**src/rtl/rsa_modexp_engine.sv**
```systemverilog
// rsa_modexp_engine: right-to-left binary modular exponentiation.
// Each exponent bit costs WordSize cycles in MUL plus one cycle in NEXT.
// During MUL, two shift-add modular multipliers run in parallel:
//    P1 = acc*sq mod m
//    P2 = sq*sq mod m
// Both multipliers walk the bits of sq MSB first.
module rsa_modexp_engine #(
   parameter int WordSize = 32,
   parameter int ExpSize  = WordSize
) (
   input  logic                clk,
   input  logic                reset,
   input  logic                go,
   input  logic                abort,
   input  logic                ct,
   input  logic [WordSize-1:0] input_text,
   input  logic [ExpSize-1:0]  key,
   input  logic [WordSize-1:0] mod,
   output logic [WordSize-1:0] output_text,
   output logic                ready,
   output logic                done,
   output logic                err
);

   localparam int IdxW = (WordSize > 1) ? $clog2(WordSize) : 1;
   localparam int CntW = $clog2(ExpSize + 1);

   typedef enum logic [1:0] {IDLE, MUL, NEXT, DONE} state_t;

   state_t              r_state;
   state_t              w_nextState;
   logic [WordSize-1:0] r_acc;
   logic [WordSize-1:0] r_sq;
   logic [WordSize-1:0] r_mod;
   logic [ExpSize-1:0]  r_exp;
   logic                r_ct;
   logic [CntW-1:0]     r_cnt;
   logic [IdxW-1:0]     r_idx;
   logic [WordSize-1:0] r_p1;
   logic [WordSize-1:0] r_p2;
   logic [WordSize-1:0] r_outText;
   logic                r_err;

   logic                w_opErr;
   logic                w_bit;
   logic [WordSize-1:0] w_p1Step;
   logic [WordSize-1:0] w_p2Step;
   logic [ExpSize-1:0]  w_expNext;
   logic [CntW-1:0]     w_cntNext;
   logic [WordSize-1:0] w_accNext;
   logic                w_finish;

   // One multiplier step. Computes 2r + (b ? a : 0) in WordSize+2 bits,
   // then subtracts m at most twice. Since r < m and a < m, the sum is
   // below 3m, so two subtractions always bring it back into [0, m).
   function automatic logic [WordSize-1:0] mulStep(
      input logic [WordSize-1:0] r,
      input logic [WordSize-1:0] a,
      input logic                b,
      input logic [WordSize-1:0] m
   );
      logic [WordSize+1:0] t;
      logic [WordSize+1:0] mw;
      mw = {2'b00, m};
      t  = {1'b0, r, 1'b0} + (b ? {2'b00, a} : {(WordSize+2){1'b0}});
      if (t >= mw) t = t - mw;
      if (t >= mw) t = t - mw;
      return t[WordSize-1:0];
   endfunction

   assign w_opErr   = (mod < WordSize'(2)) || (input_text >= mod);
   assign w_bit     = r_sq[r_idx];
   assign w_p1Step  = mulStep(r_p1, r_acc, w_bit, r_mod);
   assign w_p2Step  = mulStep(r_p2, r_sq, w_bit, r_mod);
   assign w_expNext = r_exp >> 1;
   assign w_cntNext = r_cnt - CntW'(1);
   assign w_accNext = r_exp[0] ? r_p1 : r_acc;
   assign w_finish  = (w_cntNext == '0) || (!r_ct && (w_expNext == '0));

   assign output_text = r_outText;
   assign err         = r_err;
   assign ready       = (r_state == IDLE);
   assign done        = (r_state == DONE);

   // State register.
   always_ff @(posedge clk or negedge reset) begin
      if (!reset) r_state <= IDLE;
      else        r_state <= w_nextState;
   end

   // Next-state logic. Abort only matters while an operation is running.
   always_comb begin
      w_nextState = r_state;
      case (r_state)
         IDLE: if (go) w_nextState = w_opErr ? DONE : MUL;
         MUL: begin
            if (abort)              w_nextState = IDLE;
            else if (r_idx == '0)   w_nextState = NEXT;
         end
         NEXT: begin
            if (abort)              w_nextState = IDLE;
            else if (w_finish)      w_nextState = DONE;
            else                    w_nextState = MUL;
         end
         DONE: w_nextState = IDLE;
         default: w_nextState = IDLE;
      endcase
   end

   // Datapath. This covers the operand latch, the multiplier steps, the
   // per-bit exponent update and the result register. An aborted cycle
   // changes nothing.
   always_ff @(posedge clk or negedge reset) begin
      if (!reset) begin
         r_acc     <= '0;
         r_sq      <= '0;
         r_mod     <= '0;
         r_exp     <= '0;
         r_ct      <= 1'b0;
         r_cnt     <= '0;
         r_idx     <= '0;
         r_p1      <= '0;
         r_p2      <= '0;
         r_outText <= '0;
         r_err     <= 1'b0;
      end else begin
         case (r_state)
            IDLE: begin
               if (go) begin
                  r_acc <= WordSize'(1);
                  r_sq  <= input_text;
                  r_mod <= mod;
                  r_exp <= key;
                  r_ct  <= ct;
                  r_cnt <= CntW'(ExpSize);
                  r_idx <= IdxW'(WordSize - 1);
                  r_p1  <= '0;
                  r_p2  <= '0;
                  r_err <= w_opErr;
                  if (w_opErr) r_outText <= '0;
               end
            end
            MUL: begin
               if (!abort) begin
                  r_p1  <= w_p1Step;
                  r_p2  <= w_p2Step;
                  r_idx <= r_idx - IdxW'(1);
               end
            end
            NEXT: begin
               if (!abort) begin
                  r_acc <= w_accNext;
                  r_sq  <= r_p2;
                  r_exp <= w_expNext;
                  r_cnt <= w_cntNext;
                  r_idx <= IdxW'(WordSize - 1);
                  r_p1  <= '0;
                  r_p2  <= '0;
                  if (w_finish) r_outText <= w_accNext;
               end
            end
            default: ;
         endcase
      end
   end

endmodule

```
**config.mk**
```make
export PLATFORM = sky130hd
export DESIGN_NAME = rsa_modexp_engine
export DESIGN_NICKNAME = d
export VERILOG_FILES = /design/src/rtl/rsa_modexp_engine.sv
export SDC_FILE = /design/constraint.sdc
export NUM_CORES = 1
export LEC_CHECK = 0
export CORE_UTILIZATION = 62
export DETAILED_ROUTE_END_ITERATION = 10
export HOLD_SLACK_MARGIN = 0.1
export PLACE_DENSITY = 0.83
export SYNTH_ARGS = -nofsm -noshare
export SYNTH_HDL_FRONTEND = slang
export SYNTH_SLANG_ARGS = --single-unit
```
**constraint.sdc**
```tcl
create_clock -name clk -period 13.15 [get_ports clk]
set_input_delay 2.63 -clock clk [delete_from_list [all_inputs] [get_ports clk]]
set_output_delay 2.63 -clock clk [all_outputs]
set_load 0.01 [all_outputs]
```
==> out/qor.csv, run 1 <==
stage;metric;value;unit
cts;cts_num_sinks;239;
layout;nets;3032;
floorplan;std_cell_rows;68;
layout;fillers;2733;
run;max_cap_viol_count;0;
timing;rsz0062_at_grt;false;
synthesis;seq_area_frac_synth;27.3;%
cts;htree_levels;1;
synthesis;syn_avg_cell_area;8.35;um^2
timing;min_period_over_period;89.6;%
critical_path;cp_slowest_cell;a211oi_4;
route;routedWlPerCell;21.1;um
synthesis;ys_types;87;
critical_path;cp_common_cell;a21oi_1;
synthesis;yosys_warnings;0;
global_route;first_global_vias;19900;
timing;fin_crit;11.78;ns
outcome;outcome;complete, no violations;
synthesis;synthFlopType;dfrtp_1;
route;via_per_inst;6.43;
cts;cts_hold_buf;0;
floorplan;die_y;190;um
route;wl;66900;um
floorplan;coreArea;34600;um^2
timing;setup_violations;0;
timing;slew_violations;0;
timing;fmax;84.9;MHz
timing;timing_worst_slew_pin_value;1.31;ns
critical_path;crit_type;reg2reg;
timing;fin_tns_setup;0;ns
layout;final_cell_mix;341 x nand2_1, 238 x dfrtp_1, 226 x ha_1;
global_route;grt.overflow.total;0;
place;io_buffers;135;
place;hpwl;51700;um
floorplan;start_util;63.3;%
cts;clockRootBuffer;clkbuf_16;
cts;cts_buffer_depth;3;
critical_path;cp-start-kind;flop;
layout;drive_gt1_share;5.84;%
route;drt_iter0_markers;1654;
place;post_dp_cell_area;23600;um^2
cts;cts_resized;0;
route;final_antenna_net_count;0;
global_route;grt_max_degree;128;
critical_path;end_kind;flop;
synthesis;synth_edf_count;0;
global_route;antenna_found_initial;2;
timing;setup_slack;1.37;ns
critical_path;cp.required;13.58;ns
critical_path;worst-path-buf-inv;2;
critical_path;arrival;12.20;ns
global_route;grt_pass1_wl;106000;um
layout;final_cell_area;24600;um^2
synthesis;syn_area;21900;um^2
cts;worstSkewPairLatency;0.58;ns
synthesis;syn_inst;2624;
cts;post_cts_buffers;0;
cts;clk_pin_slew;0.06;ns
route;post-route-drc-count;0;
critical_path;critical_path.max_stage_delay;0.81;ns
synthesis;synthArstFlopShare;100;%
route;via_count;20400;
synthesis;ys_ff_latch;239;
floorplan;dieArea;36100;um^2
timing;finClkSkew;0.0123;ns
worst_hold_path;hp-class;reg2reg;
route;dr.pass1.iters;6;
layout;final_common_cell;nand2_1;
critical_path;crit_family;compound AO/OA/AOI/OAI gates;
critical_path;path_max_fanout;53;
cts;cts_buffers;28;
synthesis;synth_fp_nets;2957;
floorplan;io_pins;136;
layout;area_growth_syn_to_layout;12.3;%
place;dp_slack;1.54;ns
timing;slew_headroom;12.6;%
floorplan;chipWidth;190;um
cts;cts_tree;yes;
timing;finalHoldViolations;0;
global_route;track_usage;36.9;%
place;globalplace.congestion;0.967;
==> cell families (layout without fill, tap and decap cells) <==
| group | Yosys count | in the layout | share of synthesized area, % |
|---|---|---|---|
| DFF | 239 | 239 | 27.3 |
| and+or+nand+nor | 826 | 826 | 17.7 |
| xor gates and xnor gates | 170 | 170 | 6.80 |
| buffers and inverters | 231 | 328 | 4.08 |
| muxes | 130 | 130 | 6.74 |
| other | 0 | 2 | 0 |
| adders and majority gates | 232 | 232 | 13.5 |
| AOI/OAI and AO/OA | 796 | 796 | 23.9 |
==> layer usage <==
metal / global-route usage (%) / wire length (um) / up-vias / share of wire, %
met4: 16.6 / 3240 / 0 / 4.8
met5: 0 / 0 / - / 0
met2: 59.5 / 30300 / 785 / 45
met1: 49.8 / 29000 / 9775 / 43
li1: - / - / 9699 / -
met3: 4.02 / 4400 / 179 / 6.6
==> final cells by class <==
| cell class | instances | area, um^2 | share of cell area (%) |
|---|---|---|---|
| sequential | 239 | 5980 | 24.3 |
| multi-input combinational | 2154 | 15100 | 61.4 |
| clock inverter | 13 | 160 | 0.651 |
| antenna | 2 | 5.00 | 0.0203 |
| tap | 455 | 569 | 2.31 |
| clock buffer | 39 | 813 | 3.31 |
| inverter | 122 | 458 | 1.86 |
| timing repair buffer | 154 | 1510 | 6.14 |
==> sequential cells by signal (all words and copies together), names as in the netlist <==
name and count:
r_acc 32, r_idx 5, r_state 2, r_sq 32, r_p1 32, err 1, r_p2 32, r_exp 32
output_text 32, r_mod 32, r_cnt 6, r_ct 1
==> Yosys cell counts (9+ instances only) <==
| library cell | n | area share, % |
|---|---|---|
| a211oi_1 | 15 | 0.51 |
| xor2_1 | 60 | 2.4 |
| nand3_1 | 57 | 1.3 |
| o211ai_1 | 24 | 0.82 |
| buf_2 | 9 | 0.21 |
| dfrtp_1 | 239 | 27 |
| clkbuf_1 | 92 | 1.6 |
| o21ai_1 | 9 | 0.21 |
| o2bb2ai_1 | 33 | 1.3 |
| nor3_1 | 31 | 0.71 |
| o31ai_1 | 10 | 0.34 |
| o21bai_1 | 28 | 0.96 |
| nor4_1 | 21 | 0.60 |
| o311ai_0 | 18 | 0.72 |
| inv_1 | 122 | 2.1 |
| mux2_2 | 40 | 2.1 |
| nand4_1 | 26 | 0.74 |
| and3_1 | 18 | 0.51 |
| xnor2_1 | 110 | 4.4 |
| nand2b_1 | 31 | 0.89 |
| mux2i_1 | 80 | 3.7 |
| o21a_1 | 22 | 0.75 |
| nand2_1 | 342 | 5.9 |
| a21o_1 | 79 | 2.7 |
| ha_1 | 226 | 13 |
| a22o_1 | 34 | 1.4 |
| a31oi_1 | 87 | 2.5 |
| mux4_2 | 10 | 1.0 |
| nor2_1 | 155 | 2.7 |
| nor2b_1 | 91 | 2.6 |
| o21ai_0 | 189 | 4.3 |
| and2_1 | 12 | 0.34 |
| a21oi_1 | 170 | 3.9 |
==> final timing paths <==
check | start | end | slack (ns) | cells after the start
max | r_idx[0] | r_p1[31] | 1.37 | 37
min | output_text[26] | output_text[26] | 0.48 | 1
max reg2reg | r_idx[0] | r_p1[31] | 1.37 | 37
min reg2reg | output_text[26] | output_text[26] | 0.48 | 1
max in group asynchronous | reset | r_p2[17] | 9.85 | 2
min in group asynchronous | reset | output_text[3] | 2.09 | 1
==> through the flow <==
| step | std cells | hold slack [ns] | util (%) |
|---|---|---|---|
| finish | 3178 | 0.484 | 71.1 |
| global route | 3178 | 0.498 | 71.1 |
| CTS | 3176 | 0.491 | 71.0 |
| detailed placement | 3124 | 0.473 | 68.2 |
| global placement | 3124 | 0.468 | 68.2 |
| floorplan | 2624 | 0.447 | - |
==> worst register-to-register path: cells and delay by family (launching register included) <==
| family | cells | cell delay [ns] |
|---|---|---|
| AO/OA/AOI/OAI | 20 | 5.61 |
| XOR/XNOR | 2 | 0.31 |
| adder cells (fa/ha/maj) | 4 | 1.37 |
| buffers and inverters | 2 | 1.05 |
| flip-flops | 1 | 0.67 |
| multiplexers | 5 | 1.97 |
| AND/OR/NAND/NOR | 4 | 0.67 |
Power of run 1 is left out: the tool's default activity adds up to more than one toggle a clock period on the data nets, which glitch-free logic cannot reach.
==> run 2: changes to the inputs <==
--- a/config.mk
+++ b/config.mk
@@ -5,6 +5,7 @@
 export SDC_FILE = /design/constraint.sdc
 export NUM_CORES = 1
 export LEC_CHECK = 0
+export CORE_MARGIN = 4
 export CORE_UTILIZATION = 62
 export DETAILED_ROUTE_END_ITERATION = 10
 export HOLD_SLACK_MARGIN = 0.1
==> run 2 against run 1 <==
Net effect:
- via count about the same
- global-route usage down 3.4 points
- fmax down 3.4%
- design area down 0.36%
- die area up 6.4%
- critical path depth unchanged
- first-iteration DRC count down 15%
- sequential share of layout area up 0.088 points
- largest cell class unchanged
- utilization down 0.43 points
- highest routed layer unchanged
- wire length down 0.20%
==> out/qor.csv, run 2 (same netlist as run 1, synthesis figures left out) <==
stage;metric;value;unit
critical_path;r2r_slack;0.96;ns
timing;slew_headroom;14.2;%
cts;cts_tree;yes;
critical_path;arrival;12.60;ns
timing;slew_violations;0;
layout;final_cell_mix;341 x nand2_1, 238 x dfrtp_1, 226 x ha_1;
route;post-route-drc-count;0;
worst_hold_path;hp-class;reg2reg;
cts;htree_levels;1;
floorplan;coreArea;34700;um^2
layout;final_common_cell;nand2_1;
global_route;first_global_vias;19600;
cts;cts_hold_buf;0;
critical_path;path_max_fanout;48;
cts;worstSkewPairLatency;0.57;ns
timing;rsz0062_at_grt;false;
critical_path;crit_end;r_p1[4];
critical_path;rr_worst_depth;37;
timing;fin_crit;12.19;ns
critical_path;end_kind;flop;
worst_hold_path;hp-start;output_text[19];
timing;setup_violations;0;
critical_path;worst_r2r_endpoint;r_p1[4];
global_route;grt_pass1_wl;105000;um
route;via_per_inst;6.44;
critical_path;worstReg2RegStart;r_idx[0];
critical_path;critical_path.max_stage_delay;0.75;ns
route;drt_iter0_markers;1408;
critical_path;cp_common_cell;o21ai_0;
layout;fillers;2753;
route;via_count;20400;
critical_path;crit_path_start;r_idx[0];
cts;cts_buffers;29;
global_route;track_usage;33.5;%
floorplan;start_util;63.1;%
place;hpwl;51600;um
route;final_antenna_net_count;0;
place;globalplace.congestion;1.02;
floorplan;die_y;196;um
critical_path;cp.required;13.56;ns
worst_hold_path;hold_depth;1;
global_route;grt_max_degree;109;
layout;area_growth_syn_to_layout;11.9;%
global_route;antenna_found_initial;2;
timing;finClkSkew;0.0129;ns
route;routedWlPerCell;21.0;um
critical_path;cp_slowest_cell;a211oi_4;
timing;fmax;82.0;MHz
cts;clockRootBuffer;clkbuf_16;
timing;timing_worst_slew_pin_value;1.29;ns
route;dr.pass1.iters;8;
layout;nets;3031;
timing;finalHoldViolations;0;
timing;fin_tns_setup;0;ns
cts;post_cts_buffers;0;
floorplan;io_pins;136;
cts;clk_pin_slew;0.06;ns
critical_path;crit_type;reg2reg;
cts;cts_resized;0;
timing;min_period_over_period;92.7;%
global_route;grt.overflow.total;0;
critical_path;cp-start-kind;flop;
layout;drive_gt1_share;5.67;%
place;io_buffers;135;
run;max_cap_viol_count;0;
cts;cts_num_sinks;239;
floorplan;dieArea;38400;um^2
outcome;outcome;complete, no violations;
cts;cts_buffer_depth;3;
floorplan;std_cell_rows;68;
floorplan;chipWidth;196;um
route;wl;66800;um
## run 2: final cells by class
cell class	instances	area, um^2	share of cell area (%)
inverters	122	458	1.87
well taps	455	569	2.32
diodes	2	5.00	0.0204
repair buffers	152	1480	6.05
clock inverters	12	123	0.500
flip-flops and latches	239	5980	24.4
clock buffers	38	790	3.22
multi-input cells	2154	15100	61.6
## run 2: critical path, delay by kind of cell (launching register included)
family / cells / cell delay (ns)
multiplexers: 5 / 2.27
XOR/XNOR: 1 / 0.22
AO/OA/AOI/OAI: 18 / 4.81
adder cells (fa/ha/maj): 4 / 1.39
AND/OR/NAND/NOR: 7 / 1.71
flip-flops: 1 / 0.69
buffers and inverters: 2 / 0.86
## run 2: how the worst min path moves through the flow
stage | endpoint
final | output_text[19]
after global routing | output_text[13]
after global placement | err
after detailed placement | output_text[30]
after CTS | output_text[30]
after floorplan | r_ct
## run 2: routing by layer
metal | routed length, um | global-route usage (%)
met1 | 28700 | 45.3
met5 | 0 | 0
met2 | 30800 | 54.9
met4 | 3160 | 13.8
met3 | 4190 | 3.88
## run 2: per-stage QoR
stage	instances	util [%]	hold slack (ns)	cell area (um^2)	setup slack [ns]
after CTS	3172	70.6	0.492	24500	1.02
final	3174	70.6	0.490	24500	0.958
after global placement	3122	68.0	0.466	23600	1.34
after global routing	3174	70.6	0.504	24500	0.204
after detailed placement	3122	68.0	0.472	23600	1.07
after floorplan	2624	-	0.447	21900	2.96
Power of run 2 is left out for the same reason.
==> run 3: changes to the inputs <==
--- a/config.mk
+++ b/config.mk
@@ -5,7 +5,6 @@
 export SDC_FILE = /design/constraint.sdc
 export NUM_CORES = 1
 export LEC_CHECK = 0
-export CORE_MARGIN = 4
 export CORE_UTILIZATION = 62
 export DETAILED_ROUTE_END_ITERATION = 10
 export HOLD_SLACK_MARGIN = 0.1
==> results of run 3 <==
The final DEF is identical to that of run 1; final timing and power are the same.
Power of run 3 is left out for the same reason.
